## src/rtl/sa_feeder.sv

```systemverilog
// Tile feeder for the NxN systolic array: captures one A/B tile, then emits the
// diagonally skewed row/column operand streams with a fire strobe and a done pulse.
module sa_feeder #(
  parameter int DW = 8,
  parameter int N  = 4
) (
  input  logic              clk,
  input  logic              rst_n,
  input  logic              tile_valid,
  output logic              tile_ready,
  input  logic [N*N*DW-1:0] tile_data,
  input  logic [N*N*DW-1:0] tile_weight,
  input  logic              hold,
  output logic              sa_fire,
  output logic [N*DW-1:0]   sa_data,
  output logic [N*DW-1:0]   sa_weight,
  output logic              busy,
  output logic              done
);

  localparam int TW = $clog2(2*N-1);
  // t names the next step to issue; T_END means every step has gone out.
  localparam logic [TW-1:0] T_END = TW'(2*N-1);

  localparam logic [1:0] ST_IDLE   = 2'd0;
  localparam logic [1:0] ST_LOAD   = 2'd1;
  localparam logic [1:0] ST_STREAM = 2'd2;
  localparam logic [1:0] ST_DONE   = 2'd3;

  logic [1:0]          state;
  logic [TW-1:0]       t;
  logic [N*N*DW-1:0]   a_buf;
  logic [N*N*DW-1:0]   b_buf;
  logic [N*DW-1:0]     step_data;
  logic [N*DW-1:0]     step_weight;
  logic                take;

  assign take = tile_valid && tile_ready;

  // NOTE: the tile buffer has no reset; its contents only matter after a capture.
  always_ff @(posedge clk) begin
    if (take) begin
      a_buf <= tile_data;
      b_buf <= tile_weight;
    end
  end

  // Lane i carries A[i][t-i], lane j carries B[t-j][j]; out-of-range lanes are zero.
  // NOTE: both outputs get a zero default first so no latch is inferred.
  always_comb begin
    step_data   = '0;
    step_weight = '0;
    for (int i = 0; i < N; i++) begin
      for (int k = 0; k < N; k++) begin
        if ((i + k) == int'(t)) begin
          step_data[i*DW +: DW]   = a_buf[(i*N+k)*DW +: DW];
          step_weight[i*DW +: DW] = b_buf[(k*N+i)*DW +: DW];
        end
      end
    end
  end

  // NOTE: all state here uses non-blocking assignments so every register
  // samples the pre-edge values of the others.
  always_ff @(posedge clk) begin
    if (rst_n) begin
      state      <= ST_IDLE;
      t          <= '0;
      tile_ready <= 1'b1;
      busy       <= 1'b0;
      done       <= 1'b0;
      sa_fire    <= 1'b0;
      sa_data    <= '0;
      sa_weight  <= '0;
    end else begin
      done      <= 1'b0;
      sa_fire   <= 1'b0;
      sa_data   <= '0;
      sa_weight <= '0;
      case (state)
        ST_IDLE: begin
          if (take) begin
            state      <= ST_LOAD;
            tile_ready <= 1'b0;
            busy       <= 1'b1;
            t          <= '0;
          end
        end
        ST_LOAD: begin
          // Step 0 is registered on the edge leaving LOAD; hold is not honoured yet.
          sa_fire   <= 1'b1;
          sa_data   <= step_data;
          sa_weight <= step_weight;
          t         <= t + TW'(1);
          state     <= ST_STREAM;
        end
        ST_STREAM: begin
          if (!hold) begin
            if (t == T_END) begin
              state <= ST_DONE;
              busy  <= 1'b0;
              done  <= 1'b1;
            end else begin
              sa_fire   <= 1'b1;
              sa_data   <= step_data;
              sa_weight <= step_weight;
              t         <= t + TW'(1);
            end
          end
        end
        ST_DONE: begin
          state      <= ST_IDLE;
          tile_ready <= 1'b1;
          t          <= '0;
        end
        default: state <= ST_IDLE;
      endcase
    end
  end

endmodule

```

## config.mk

```make
export PLATFORM = sky130hd
export DESIGN_NAME = sa_feeder
export DESIGN_NICKNAME = d
export VERILOG_FILES = /design/src/rtl/sa_feeder.sv
export SDC_FILE = /design/constraint.sdc
export NUM_CORES = 1
export LEC_CHECK = 0
export BUFFER_PORTS_ARGS = -buffer_cell sky130_fd_sc_hd__buf_2
export CAP_MARGIN = 25
export CORE_MARGIN = 2
export CORE_UTILIZATION = 40
export DETAILED_ROUTE_END_ITERATION = 12
export PLACE_DENSITY_LB_ADDON = 0.08
export SLEW_MARGIN = 20
export SYNTH_ARGS = -nofsm -noshare
export SYNTH_HDL_FRONTEND = slang
export SYNTH_SLANG_ARGS = --single-unit
```

## constraint.sdc

```tcl
create_clock -name clk -period 8 [get_ports clk]
set_input_delay 1.2 -clock clk [delete_from_list [all_inputs] [get_ports clk]]
set_output_delay 1.2 -clock clk [all_outputs]
set_load 0.02 [all_outputs]
```

# == After elaboration in Yosys (flattened, before gate mapping) ==
# Index checks and enable logic that the tools add are counted.
# totals
reg_bits,329
# classes
bitwise,1
addsub,1
n_reduce_logical,10
muxes,56
eq_ne,14
# ops
operator,n
two-way mux 8 bit,32
two-way mux 32 bit,4
one-hot mux 32 bit (2 select lines),2
== test 3 bit (first input constant),4
one-hot mux 3 bit (4 select lines),1
two-way mux 3 bit,3
!= test 2 bit (second input constant),4
one-hot mux 2 bit (4 select lines),1
two-way mux 1 bit,7
== test 2 x 3 -> 1 bit (first input constant),2
two-way mux 2 bit,3
one-hot mux 1 bit (2 select lines),3
AND reduction 3 bit,2
== test 2 bit (second input constant),2
AND reduction 4 bit,1
nonzero test 2 bit,2
adder 3 x 1 -> 3 bit (second input constant),1
== test 3 bit (second input constant),1
logical NOT 3 bit,1
OR reduction 3 bit,1
== test 2 x 1 -> 1 bit (second input constant),1
logical NOT 2 bit,1
AND reduction 2 bit,1
logical AND 1 bit,1
inverter 1 bit,1

# == Longest topological paths before layout ==
# logic_depth
depth_word,8
ltp_mapped,11

# == Worst setup path after synthesis ==
# OpenSTA, ideal clock, no wires.
# synth_path
path_kind,input -> register
start,in tile_valid
end,reg a_buf[0] (enable)
stages,1
path_buffers,0
required_ns,7.352
t_arrival_ns,6.949
slack_ns,0.403
path_cell_list,and2_1
# synth_via
elab_chain_cells,1
# synth_lines
item,line,source
start: declaration,9,"input logic tile_valid,"
logical AND 1 bit,38,assign take = tile_valid && tile_ready;
end signal: assignment,43,a_buf <= tile_data;
end: declaration,32,logic [N*N*DW-1:0] a_buf;
# No other way between the ends.
# A chain may end at the register's enable or synchronous reset.

# == Worst setup path in the final report ==
# layout_path
start,reg t[2]
end,reg sa_weight[17]
# layout_via
elab_chain_cells,8
word_cells_on_any_way,12
classes_between,5 x eq/ne; 7 x mux
# layout_lines
item,line,source
start: declaration,31,logic [TW-1:0] t;
start signal: assignment,94,t <= t + TW'(1);
start signal: assignment,107,t <= t + TW'(1);
== test 3 bit,55,if ((i + k) == int'(t)) begin
two-way mux 8 bit (4 in series),55,
two-way mux 32 bit,99,if (t == T_END) begin
two-way mux 32 bit,98,if (!hold) begin
one-hot mux 32 bit (2 select lines) *,80,case (state)
end signal: assignment,93,sa_weight <= step_weight;
end signal: assignment,106,sa_weight <= step_weight;
end: declaration,16,"output logic [N*DW-1:0] sa_weight,"
# Mark *: on every way between the ends. The rest lies on a longest branch, timed or not.

==> impl.org <==
** Status
- Outcome :: completed

** GRT
- Entering global routing, the biggest net connects 144 pins.
- Summed over all layers, the global routing overflow is 0.
- The initial antenna violation count is 4.
- The first global-routing pass estimated a little over 40 mm of wire.
- Number of global-route vias before repair :: 7149
- Global Route Usage Sum :: approximately 18%

** Floorplanning
- Top-level I/O count :: roughly 330
- DIE AREA :: slightly above 30000 µm²
- Row generation in the floorplan step produced 63 rows.
- Die Height :: roughly 180 µm
- Core Area :: approximately 29000 µm²
- The initial utilization of the core area, before any placement, comes to approximately two fifths.
- Overall die width :: ~180 µm

** Job
- Count of maximum capacitance violations :: 0

** Critical path
- Critical path's top delay family :: simple AND/OR/NAND/NOR gates
- The worst register-to-register path begins at t[2].
- Required time reported for the critical path endpoint :: about 8400 ps
- Worst path arrival time :: ~3100 ps
- Largest driver fanout on the critical path :: 28
- Critical Path Slowest Stage Cell :: dfxtp_2
- The worst setup path is captured at a flop.
- Setup Crit Path Kind :: reg2reg
- Largest stage delay on the critical path :: ~800 ps
- Worst reg2reg setup slack :: roughly 5300 ps
- The worst register-to-register path ends at sa_weight[17].
- The worst setup path is launched from a flop.
- Cells along the critical path :: inv_1 > ha_2 > nor2_4 > and2_1 > a21oi_1 > nor3_1
- For the worst flop-to-flop path, the logic depth is 6.
- Counting both buffers and inverters, the worst setup path holds a total of 1.

** Timing
- Setup repair after global routing missed its margin :: no
- The final number of hold-violating endpoints was 0.
- Based on the critical path, the design can be clocked at up to 371 MHz.
- For the final routed database, the setup TNS stands at 0 ps.
- On the final layout, the worst clock skew is between 10 and 15 ps.
- Setup violations remaining at the end of the flow were counted as 0.
- Final worst-path cycle share :: about 34%
- Worst slew slack as a fraction of its limit :: between 30% and 40%
- Transition time at the pin with the least slew margin :: approximately 920 ps
- Final Critical Period :: ~2700 ps
- Final-report max-slew violation count :: 0

** Layout
- Ratio of cells with drive above 1 in the final layout :: 37.1%
- After the last flow step, the layout net total stands at between 1000 and 1500.
- Layout Cell Area excl Fill :: around 15000 µm²
- The library cell used most frequently in the layout, excluding fill and tap cells, is buf_2.
- The library cells used most frequently in the layout, excluding fill and tap cells, are buf_2 (327), edfxtp_1 (256), nand2_1 (77).
- The area growth from synthesis to layout is 25.4%.

** Route
- Iteration count of the initial detailed-routing pass :: 4
- In the final routed layout, each cell accounts on average for 18.6 µm.
- Sum of routed wire length over all layers :: 28.2 mm
- In the routed design, unresolved DRC markers number 0.
- Starting DRT DRC Count :: 579
- Dividing the detail-routed via count by the number of cells gives just under 5.
- DRT antenna net count :: 0
- Routed via count :: about 7400

** Clock tree
- Counting every sink on the clock net gives 329.
- Clock Tree Buf Depth :: 3
- The number of setup buffers added after CTS is 0.
- Number of levels the H-tree was split into :: 2
- CTS tree :: done
- Clk_lat worst skew :: slightly above 500 ps
- Total CTS buffers :: 37
- After clock tree synthesis, the clock-pin slew on the worst setup and hold paths is approximately 60 ps.
- Post-CTS repair changed the size of 0 cells.
- For this design, the CTS-stage hold fixing added 0 buffers.
- Cell chosen for the clock root :: clkbuf_16

** Synthesis
- Seq/Total Area, Yosys :: between 70% and 80%
- Nets in the synthesized netlist :: approximately 1000
- Register bit total from synthesis :: roughly 330
- By area, the combinational part of the netlist is dominated by simple AND/OR/NAND/NOR gates.
- The synthesized netlist devotes 8.99% of its cell area to compound gates.
- Post-synthesis adder-cell area fraction :: about 1.1%
- The most used flip-flop cell after synthesis is edfxtp_1.
- Synthesized-area fraction occupied by and/or/nand/nor cells :: 9.22%
- Post-synthesis mux area share :: less than 1%
- During synthesis, Yosys emitted a total of 0 warnings.
- Synth Area in XOR/XNOR :: 0%
- A synthesized cell averages 15.4 µm².
- Total standard cell area after synthesis :: 11900 µm²
- Cell count after synthesis :: about 770
- Number of enable-type register cells in the synthesized netlist :: 256
- Share of synthesized registers carrying an async set or reset :: 0%
- Library cells used by synthesis :: 44

** Min path
- Hold Path End :: sa_data[29]
- Worst hold-check path type :: reg2reg
- Hold Crit Start :: a_buf[125]
- The worst hold path was traced through 2 stages.

** Placed design
- GP Congestion :: ~0.75
- After legalization and detailed placement, the total HPWL measured ~19 mm.
- In this run the tool buffered the top-level ports with 327 buffer cells.
- The placed instances occupy a cell area of approximately 14000 µm².

** Power
- Cell leakage power :: between 5 and 6 nW
- P per Cell Area :: 294 nW/µm²
- Maximum resistive drop on vdd :: around 0.00037 V
[metrics by stage]
| stage | cells | hold slack (ps) | util, % | total power, mW | setup WS (ps) |
|---|---|---|---|---|---|
| global placement | 1447 | 473 | 46.6 | 2.80 | 4880 |
| global route | 1516 | 522 | 50.6 | 4.58 | 5030 |
| detailed placement | 1447 | 482 | 46.6 | 2.80 | 4840 |
| floorplan | 772 | 463 | - | 2.65 | 403 |
| CTS | 1512 | 497 | 50.5 | 4.44 | 5280 |
| finish | 1516 | 494 | 50.6 | 4.38 | 5310 |
[kinds of logic after synthesis]
logic type	count (synthesis)
flip-flops	329
AND/OR/NAND/NOR	232
AO/OA/AOI/OAI	143
buffers and inverters	56
adder cells (fa/ha/maj)	10
multiplexers	2
[Yosys cell counts, types with 2 or more instances]
library cell / instances / share of area, %
a21oi_1: 25 / 1.1
a22o_1: 6 / 0.44
a2bb2oi_1: 14 / 1.0
o21ai_0: 31 / 1.3
ha_1: 10 / 1.1
and2_1: 4 / 0.21
a221o_1: 7 / 0.59
nor2_1: 57 / 1.8
a22oi_2: 2 / 0.21
a22o_2: 2 / 0.17
edfxtp_1: 256 / 65
a221oi_1: 32 / 2.4
nand2b_1: 3 / 0.16
nand2_1: 77 / 2.4
and2b_2: 2 / 0.15
nor3_1: 62 / 2.6
buf_6: 12 / 1.1
buf_4: 3 / 0.19
inv_1: 6 / 0.19
dfxtp_1: 73 / 12
clkbuf_1: 13 / 0.41
buf_2: 14 / 0.59
clkbuf_8: 6 / 0.70
a22oi_1: 14 / 0.89
a2bb2oi_2: 2 / 0.25
nor2b_1: 16 / 0.84
a221o_2: 3 / 0.28
nor3_2: 4 / 0.34
[flip-flops by register name, indices dropped and copies added, names as in the netlist]
register and cells:
busy 1, tile_ready 1, state 2, sa_weight 32, a_buf 128, done 1
b_buf 128, sa_fire 1, t 3, sa_data 32
[how the worst max path moves through the flow]
stage | start | to | slack, ps | cells after the start
finish | t[2] | sa_weight[17] | 5310 | 6
global route | t[2] | sa_weight[17] | 5030 | 6
CTS | t[2] | sa_weight[17] | 5280 | 6
detailed placement | tile_valid | a_buf[21] | 4840 | 3
global placement | tile_valid | a_buf[29] | 4880 | 3
floorplan | tile_valid | a_buf[0] | 400 | 1
[where the power goes]
part / internal (mW) / switching, mW / leakage [nW]
sequential: 2.07 / 0.0499 / 3.04
clock: 0.973 / 0.646 / 0.568
combinational: 0.239 / 0.403 / 2.17
[layout make-up]
class | count | area (µm²)
Fill cell | 2590 | 14500
Sequential cell | 329 | 9150
Multi-Input combinational cell | 387 | 2320
Timing Repair Buffer | 336 | 1730
Clock buffer | 47 | 993
Tap cell | 390 | 488
Clock inverter | 18 | 168
Inverter | 6 | 22.5
Antenna cell | 3 | 7.51
[metal layers]
layer  track usage (%)  part of all wire (%)  up-vias
met3              3.66                   6.4       51
li1                  -                     -     3559
met2              29.4                    50      230
met5                 0                 0.032        -
met1              23.3                    42     3512
met4              5.75                   2.4        2
[worst min-delay path, cell delays in order (launching register included)]
cell and delay (ps):
edfxtp_1 320, nor2_1 50, nor3_2 80
Power figures use the tool's default switching activity.
